==> config.mk <==
export PLATFORM = sky130hd
export DESIGN_NAME = tl_ul_sram_responder
export DESIGN_NICKNAME = d
export VERILOG_FILES = /design/src/rtl/tl_ul_sram_responder_pkg.sv /design/src/rtl/tl_ul_sram_responder_sram_array.sv /design/src/rtl/tl_ul_sram_responder.sv
export SDC_FILE = /design/constraint.sdc
export NUM_CORES = 2
export LEC_CHECK = 0
export BUFFER_PORTS_ARGS = -buffer_cell sky130_fd_sc_hd__buf_2
export CORE_ASPECT_RATIO = 1.4
export CORE_MARGIN = 3
export CORE_UTILIZATION = 45
export CTS_BUF_LIST = sky130_fd_sc_hd__clkbuf_4 sky130_fd_sc_hd__clkbuf_8
export CTS_CLUSTER_SIZE = 8
export DETAILED_ROUTE_END_ITERATION = 12
export GPL_ROUTABILITY_DRIVEN = 0
export PLACE_DENSITY = 0.66
export RECOVER_POWER = 25
export SYNTH_ARGS = -nofsm -noshare
export SYNTH_HDL_FRONTEND = slang
export SYNTH_HIERARCHICAL = 1
export SYNTH_SLANG_ARGS = --single-unit
==> constraint.sdc <==
create_clock -name clock -period 2.6 [get_ports clock]
set_input_delay 0.26 -clock clock [delete_from_list [all_inputs] [get_ports clock]]
set_output_delay 0.26 -clock clock [all_outputs]
set_load 0.01 [all_outputs]
==> src/rtl/tl_ul_sram_responder_pkg.sv <==
// TileLink-UL opcode constants, channel widths and alignment helper shared by the
// SRAM responder and its storage array.
package tl_ul_sram_responder_pkg;

   localparam int TL_AW  = 32;
   localparam int TL_DW  = 32;
   localparam int TL_SZW = 2;
   localparam int TL_MW  = TL_DW / 8;

   typedef enum logic [2:0] {
      A_PUT_FULL    = 3'd0,
      A_PUT_PARTIAL = 3'd1,
      A_ARITHMETIC  = 3'd2,
      A_LOGICAL     = 3'd3,
      A_GET         = 3'd4,
      A_INTENT      = 3'd5
   } tl_a_op_e;

   typedef enum logic [2:0] {
      D_ACCESS_ACK      = 3'd0,
      D_ACCESS_ACK_DATA = 3'd1,
      D_HINT_ACK        = 3'd2
   } tl_d_op_e;

   typedef enum logic {
      RSP_EMPTY = 1'b0,
      RSP_FULL  = 1'b1
   } rsp_state_e;

   // Sizes above one word are never aligned for a 32-bit responder.
   function automatic logic size_aligned(input logic [1:0] addr_lo, input logic [TL_SZW-1:0] size);
      logic ok;
      ok = 1'b0;
      case (size)
         2'd0:    ok = 1'b1;
         2'd1:    ok = (addr_lo[0] == 1'b0);
         2'd2:    ok = (addr_lo == 2'b00);
         default: ok = 1'b0;
      endcase
      return ok;
   endfunction

endpackage

==> src/rtl/tl_ul_sram_responder_sram_array.sv <==
// Word storage: one byte-wide memory per lane, synchronous masked write,
// combinational read, contents never reset.
module tl_sram_array
   import tl_ul_sram_responder_pkg::*;
#(
   parameter int DEPTH_WORDS = 64,
   parameter int IDX_W       = 6
) (
   input  logic             clock,
   input  logic             we,
   input  logic [IDX_W-1:0] addr,
   input  logic [TL_MW-1:0] wmask,
   input  logic [TL_DW-1:0] wdata,
   output logic [TL_DW-1:0] rdata
);

   genvar gi;
   generate
      for (gi = 0; gi < TL_MW; gi++) begin : g_lane
         logic [7:0] mem [DEPTH_WORDS];

         always_ff @(posedge clock) begin
            if (we && wmask[gi]) begin
               mem[addr] <= wdata[8*gi +: 8];
            end
         end

         assign rdata[8*gi +: 8] = mem[addr];
      end
   endgenerate

endmodule

==> src/rtl/tl_ul_sram_responder.sv <==
// TL-UL slave fronting a small SRAM: single response register, one request per
// cycle, illegal or unsupported accesses answered with d_denied.
module tl_ul_sram_responder
   import tl_ul_sram_responder_pkg::*;
#(
   parameter logic [31:0] BASE_ADDR   = 32'h8000_0000,
   parameter int          DEPTH_WORDS = 64,
   parameter int          SOURCE_W    = 1
) (
   input  logic                clock,
   input  logic                reset,
   input  logic                a_valid,
   output logic                a_ready,
   input  logic [2:0]          a_opcode,
   input  logic [2:0]          a_param,
   input  logic [TL_SZW-1:0]   a_size,
   input  logic [SOURCE_W-1:0] a_source,
   input  logic [TL_AW-1:0]    a_address,
   input  logic [TL_MW-1:0]    a_mask,
   input  logic [TL_DW-1:0]    a_data,
   output logic                d_valid,
   input  logic                d_ready,
   output logic [2:0]          d_opcode,
   output logic [1:0]          d_param,
   output logic [TL_SZW-1:0]   d_size,
   output logic [SOURCE_W-1:0] d_source,
   output logic                d_denied,
   output logic [TL_DW-1:0]    d_data,
   output logic                d_corrupt
);

   localparam int          IDX_W      = (DEPTH_WORDS > 1) ? $clog2(DEPTH_WORDS) : 1;
   localparam logic [31:0] SPAN_BYTES = 32'(4 * DEPTH_WORDS);

   rsp_state_e          state_q, state_d;
   logic [2:0]          d_opcode_q, d_opcode_d;
   logic [TL_SZW-1:0]   d_size_q, d_size_d;
   logic [SOURCE_W-1:0] d_source_q, d_source_d;
   logic                d_denied_q, d_denied_d;
   logic [TL_DW-1:0]    d_data_q, d_data_d;
   logic                d_corrupt_q, d_corrupt_d;

   logic [31:0]      offset;
   logic             in_range, legal, a_fire, wr_en;
   logic [IDX_W-1:0] word_idx;
   logic [TL_DW-1:0] rd_word;
   logic [2:0]       rsp_opcode;
   logic             rsp_denied, rsp_corrupt;
   logic [TL_DW-1:0] rsp_data;
   logic             unused_bits;

   // Range test uses the wrapped offset so addresses below BASE_ADDR fail too.
   assign offset   = a_address - BASE_ADDR;
   assign in_range = (a_address >= BASE_ADDR) && (offset < SPAN_BYTES);
   assign word_idx = offset[IDX_W+1:2];
   assign legal    = in_range && size_aligned(offset[1:0], a_size);

   assign a_ready = (state_q == RSP_EMPTY) || d_ready;
   assign a_fire  = a_valid && a_ready;

   always_comb begin
      rsp_opcode  = D_ACCESS_ACK;
      rsp_denied  = 1'b1;
      rsp_corrupt = 1'b0;
      rsp_data    = '0;
      wr_en       = 1'b0;
      case (a_opcode)
         A_GET: begin
            rsp_opcode  = D_ACCESS_ACK_DATA;
            rsp_denied  = !legal;
            rsp_corrupt = !legal;
            rsp_data    = legal ? rd_word : '0;
         end
         A_PUT_FULL, A_PUT_PARTIAL: begin
            rsp_denied = !legal;
            wr_en      = a_fire && legal;
         end
         A_ARITHMETIC, A_LOGICAL: begin
            rsp_opcode  = D_ACCESS_ACK_DATA;
            rsp_corrupt = 1'b1;
         end
         A_INTENT: begin
            rsp_opcode = D_HINT_ACK;
            rsp_denied = 1'b0;
         end
         default: ;
      endcase
   end

   always_comb begin
      state_d     = state_q;
      d_opcode_d  = d_opcode_q;
      d_size_d    = d_size_q;
      d_source_d  = d_source_q;
      d_denied_d  = d_denied_q;
      d_data_d    = d_data_q;
      d_corrupt_d = d_corrupt_q;
      if (a_fire) begin
         state_d     = RSP_FULL;
         d_opcode_d  = rsp_opcode;
         d_size_d    = a_size;
         d_source_d  = a_source;
         d_denied_d  = rsp_denied;
         d_data_d    = rsp_data;
         d_corrupt_d = rsp_corrupt;
      end else if ((state_q == RSP_FULL) && d_ready) begin
         state_d = RSP_EMPTY;
      end
   end

   always_ff @(posedge clock or posedge reset) begin
      if (reset) begin
         state_q     <= RSP_EMPTY;
         d_opcode_q  <= '0;
         d_size_q    <= '0;
         d_source_q  <= '0;
         d_denied_q  <= 1'b0;
         d_data_q    <= '0;
         d_corrupt_q <= 1'b0;
      end else begin
         state_q     <= state_d;
         d_opcode_q  <= d_opcode_d;
         d_size_q    <= d_size_d;
         d_source_q  <= d_source_d;
         d_denied_q  <= d_denied_d;
         d_data_q    <= d_data_d;
         d_corrupt_q <= d_corrupt_d;
      end
   end

   tl_sram_array #(
      .DEPTH_WORDS (DEPTH_WORDS),
      .IDX_W       (IDX_W)
   ) u_array (
      .clock (clock),
      .we    (wr_en),
      .addr  (word_idx),
      .wmask (a_mask),
      .wdata (a_data),
      .rdata (rd_word)
   );

   assign d_valid   = (state_q == RSP_FULL);
   assign d_opcode  = d_opcode_q;
   assign d_param   = 2'b00;
   assign d_size    = d_size_q;
   assign d_source  = d_source_q;
   assign d_denied  = d_denied_q;
   assign d_data    = d_data_q;
   assign d_corrupt = d_corrupt_q;

   assign unused_bits = ^{a_param, offset[31:IDX_W+2]};

endmodule

==> results.py <==
metrics = {
    "status": {
        "run_status": "complete, but fails checks",
        "violations": "capacitance limit, slew limit",
    },
    "sta": {
        "hold_viol": 0,
        "slew_violations": 419,
        "finalWorstSetupSlack_ns": 0.000168,
        "min_period_ns": 2.60,
        "setup_viol": 0,
        "rsz0062_at_grt": "yes",
        "finClkSkew_ns": 0.0750,
        "relSlewSlack_pct": -34.5,
        "fin_tns_setup_ns": 0,
        "fmax_mhz": 385,
        "fin_crit_sh_pct": 100,
        "tightest_slew_ns": 2.02,
    },
    "power": {
        "pwr-share-seq_pct": 56.2,
        "switchingPower_mw": 14.4,
        "combinationalPowerShare_pct": 6.5,
        "p_sw_share_pct": 21.9,
        "pwr-share-clk_pct": 37.3,
        "ir_drop_uv": 512,
        "power.density_nw_per_um2": 679,
        "leakagePower_nw": 32.8,
        "p_int_mw": 51.3,
    },
    "hold_path": {
        "hold_depth": 7,
        "hold_end": "d_data[17]",
        "hp-class": "input port to flop",
        "min_from": "a_address[12]",
    },
    "logic_synthesis": {
        "synth_adder_area_share_pct": 0,
        "async_flop_share_pct": 1.92,
        "synth.largest_area_cell": "edfxtp_1",
        "synthFlopType": "edfxtp_1",
        "synthesis.area_sq_um": 80300,
        "ys_ff_latch": 2088,
        "synth_edf_count": 2048,
        "yosys-top-cells-count": "2048 x edfxtp_1, 401 x nor2_1, 331 x a22oi_1",
        "synthXorXnorAreaFrac_pct": 0,
        "yosysTopAreaCellShare_pct": 76.6,
        "synth_top_family_by_area": "compound AO/OA/AOI/OAI gates",
        "post_synth_inst_count": 4540,
        "yosysSeqAreaShare_pct": 77.8,
        "synthMuxAreaShare_pct": 6.80,
        "yosys.area_share.simple_pct": 3.52,
        "syn_avg_cell_area_sq_um": 17.7,
        "synth_cell_type_count": 58,
        "synth.most_common_cell": "edfxtp_1",
        "synth_warnings": 6,
        "synth.area.top_cells": "edfxtp_1 77%, mux4_2 3.5%, a22oi_1 3.1%, mux2i_1 2.1%, a221oi_1 2.0%",
        "synth_compound_area_share_pct": 9.86,
    },
    "critical_path": {
        "max_stage_delay_ns": 0.48,
        "critPathCaptureType": "flop",
        "worstPathArrival_ns": 3.46,
        "cp.required_ns": 3.46,
        "r2r_slack_ns": 0.0002,
        "cp_slowest_cell": "a222oi_1",
        "startpoint_type": "flop",
        "ff2ff_path_depth": 7,
        "path_max_fanout": 1,
        "r2r_end": "d_data[30]",
        "critPathKind": "flop to flop",
        "worstPathCellList": "mux2_4 > a221o_1 > a222oi_1 > o21ai_1 > or4_1 > buf_6 > a22o_1",
        "reg2reg_from": "u_array/g_lane[3].mem[41][6]",
    },
    "clock_tree": {
        "cts_root_buf": "clkbuf_8",
        "clock_latency_ns": 1.03,
        "cts_max_level": 5,
        "clkTransAtPathRegs_ns": 0.06,
        "clock_sinks": 2088,
        "tritoncts": "yes",
        "cts_setup_buffers": 0,
        "numCtsBuffers": 320,
        "clock_path_buffers": 4,
    },
    "cells_and_area": {
        "syn_to_final_growth_pct": 20.6,
        "drive_gt1_share_pct": 30.1,
        "ff_latch_area_sq_um": 62500,
        "final_nets": 5741,
        "finish.utilization_pct": 54.9,
        "num-fill-cells": 13600,
        "multi_input_area_sq_um": 16400,
    },
    "routing": {
        "vias_per_cell": 6.14,
        "wl_um": 245000,
        "dr_total_vias": 49800,
        "drtAntennaViolNets": 0,
        "drtIter0Drc": 5621,
        "wl_per_cell_um": 30.2,
        "first_pass_iters": 6,
        "drcViolationCount": 0,
    },
    "die": {
        "placeableCoreArea_sq_um": 176000,
        "dieWidth_um": 363,
        "io-pin-count": 125,
        "die_h_um": 506,
        "die_area_sq_um": 184000,
        "row_count": 182,
        "initial_core_util_pct": 45.5,
    },
    "grt": {
        "track_usage_pct": 26.4,
        "grt_overflow": 0,
        "grt_pass1_wl_um": 350000,
        "grt_max_degree": 65,
        "grt_pass1_vias": 50900,
        "antenna_found_initial": 32,
    },
    "flow_run": {
        "drv_cap": 13,
    },
    "placed_design": {
        "numPortBuffers": 118,
        "hpwl_um": 168000,
        "dpl_worst_slack_ns": -0.613,
    },
}
## what timing repair did
item | in CTS | in global routing
pin swaps | 6 | 3
resized for setup | 6 | 3
hold endpoints to repair | 1257 | 0
setup endpoints to repair | 64 | 15
hold buffers | 50 | 0
## placed cells by master (no fill, tap or decap), types with 72 or more instances in the layout
cell type and n:
edfxtp_1 2048, buf_4 837, nor2_1 387, a22oi_1 331, clkbuf_8 326, o22ai_1 212, a221oi_1 179, mux2i_1 172
mux4_2 125, buf_12 106, nand2_1 103, clkbuf_4 100, buf_2 91, a21oi_1 82, o21ai_0 72
## state kept, by name, indices dropped and copies added (netlist names)
signal / flops
d_valid: 1
d_corrupt: 1
d_source: 1
d_denied: 1
u_array/g_lane.mem: 2048
d_size: 2
d_opcode: 2
d_data: 32
## layout make-up
| type | instances | share of cell area [%] |
|---|---|---|
| Clock inverter | 22 | 0.141 |
| Inverter | 4 | 0.0194 |
| Multi-Input combinational cell | 2110 | 16.9 |
| Tap cell | 2300 | 2.97 |
| Timing Repair Buffer | 1136 | 9.95 |
| Sequential cell | 2088 | 64.5 |
| Antenna cell | 20 | 0.0517 |
| Clock buffer | 426 | 5.41 |
## critical path, delay by kind of cell, from the launching register on
kind,cells,cell delay [ns]
AOI/OAI and AO/OA,4,1.18
buffers and inverters,1,0.16
DFF,1,0.38
muxes,1,0.31
and+or+nand+nor,1,0.43
## cells by family after synthesis
kind of cell,after synthesis
simple gates,650
mux,375
flops,2088
buf+inv,344
other cells,1
compound gates,1082
## power by group through the flow
stage	clock [mW]	sequential, mW	combinational, mW
6_report	24.5	37.0	4.27
5_1_grt	26.3	37.0	4.44
3_3_place_gp	0	37.7	4.08
3_5_place_dp	0	37.7	4.16
4_1_cts	24.9	37.0	4.26
2_1_floorplan	0	37.7	1.72
## per-layer routing
| layer | wire (um) | vias to the layer above | global-route usage (%) |
|---|---|---|---|
| met5 | 54 | - | 0 |
| met3 | 21600 | 758 | 5.56 |
| li1 | - | 20900 | - |
| met1 | 83000 | 25200 | 30.5 |
| met2 | 123000 | 2955 | 44.7 |
| met4 | 17600 | 8 | 16.9 |
## worst max path at each step
stage | to | depth (start not counted) | slack, ns | startpoint
CTS | d_data[27] | 6 | 0.03 | u_array/g_lane[3].mem[60][3]
global route | d_data[30] | 7 | -0.02 | u_array/g_lane[3].mem[41][6]
global placement | d_data[17] | 9 | -0.56 | a_address[3]
floorplan | u_array/g_lane[2].mem[14][0] | 8 | -0.05 | d_valid
detailed placement | d_data[17] | 10 | -0.61 | a_address[4]
finish | d_data[30] | 7 | 0.0002 | u_array/g_lane[3].mem[41][6]
## metrics by stage
step	instances	area, sq um	power [mW]	hold WS [ns]
floorplan	4542	80300	39.4	0.359
global placement	7587	91100	41.7	0.436
detailed placement	7588	91100	41.8	0.445
CTS	8086	97000	66.1	0.00800
global route	8094	96800	67.7	0.0563
finish	8106	96800	65.8	0.0923
Power figures use the tool's default switching activity.
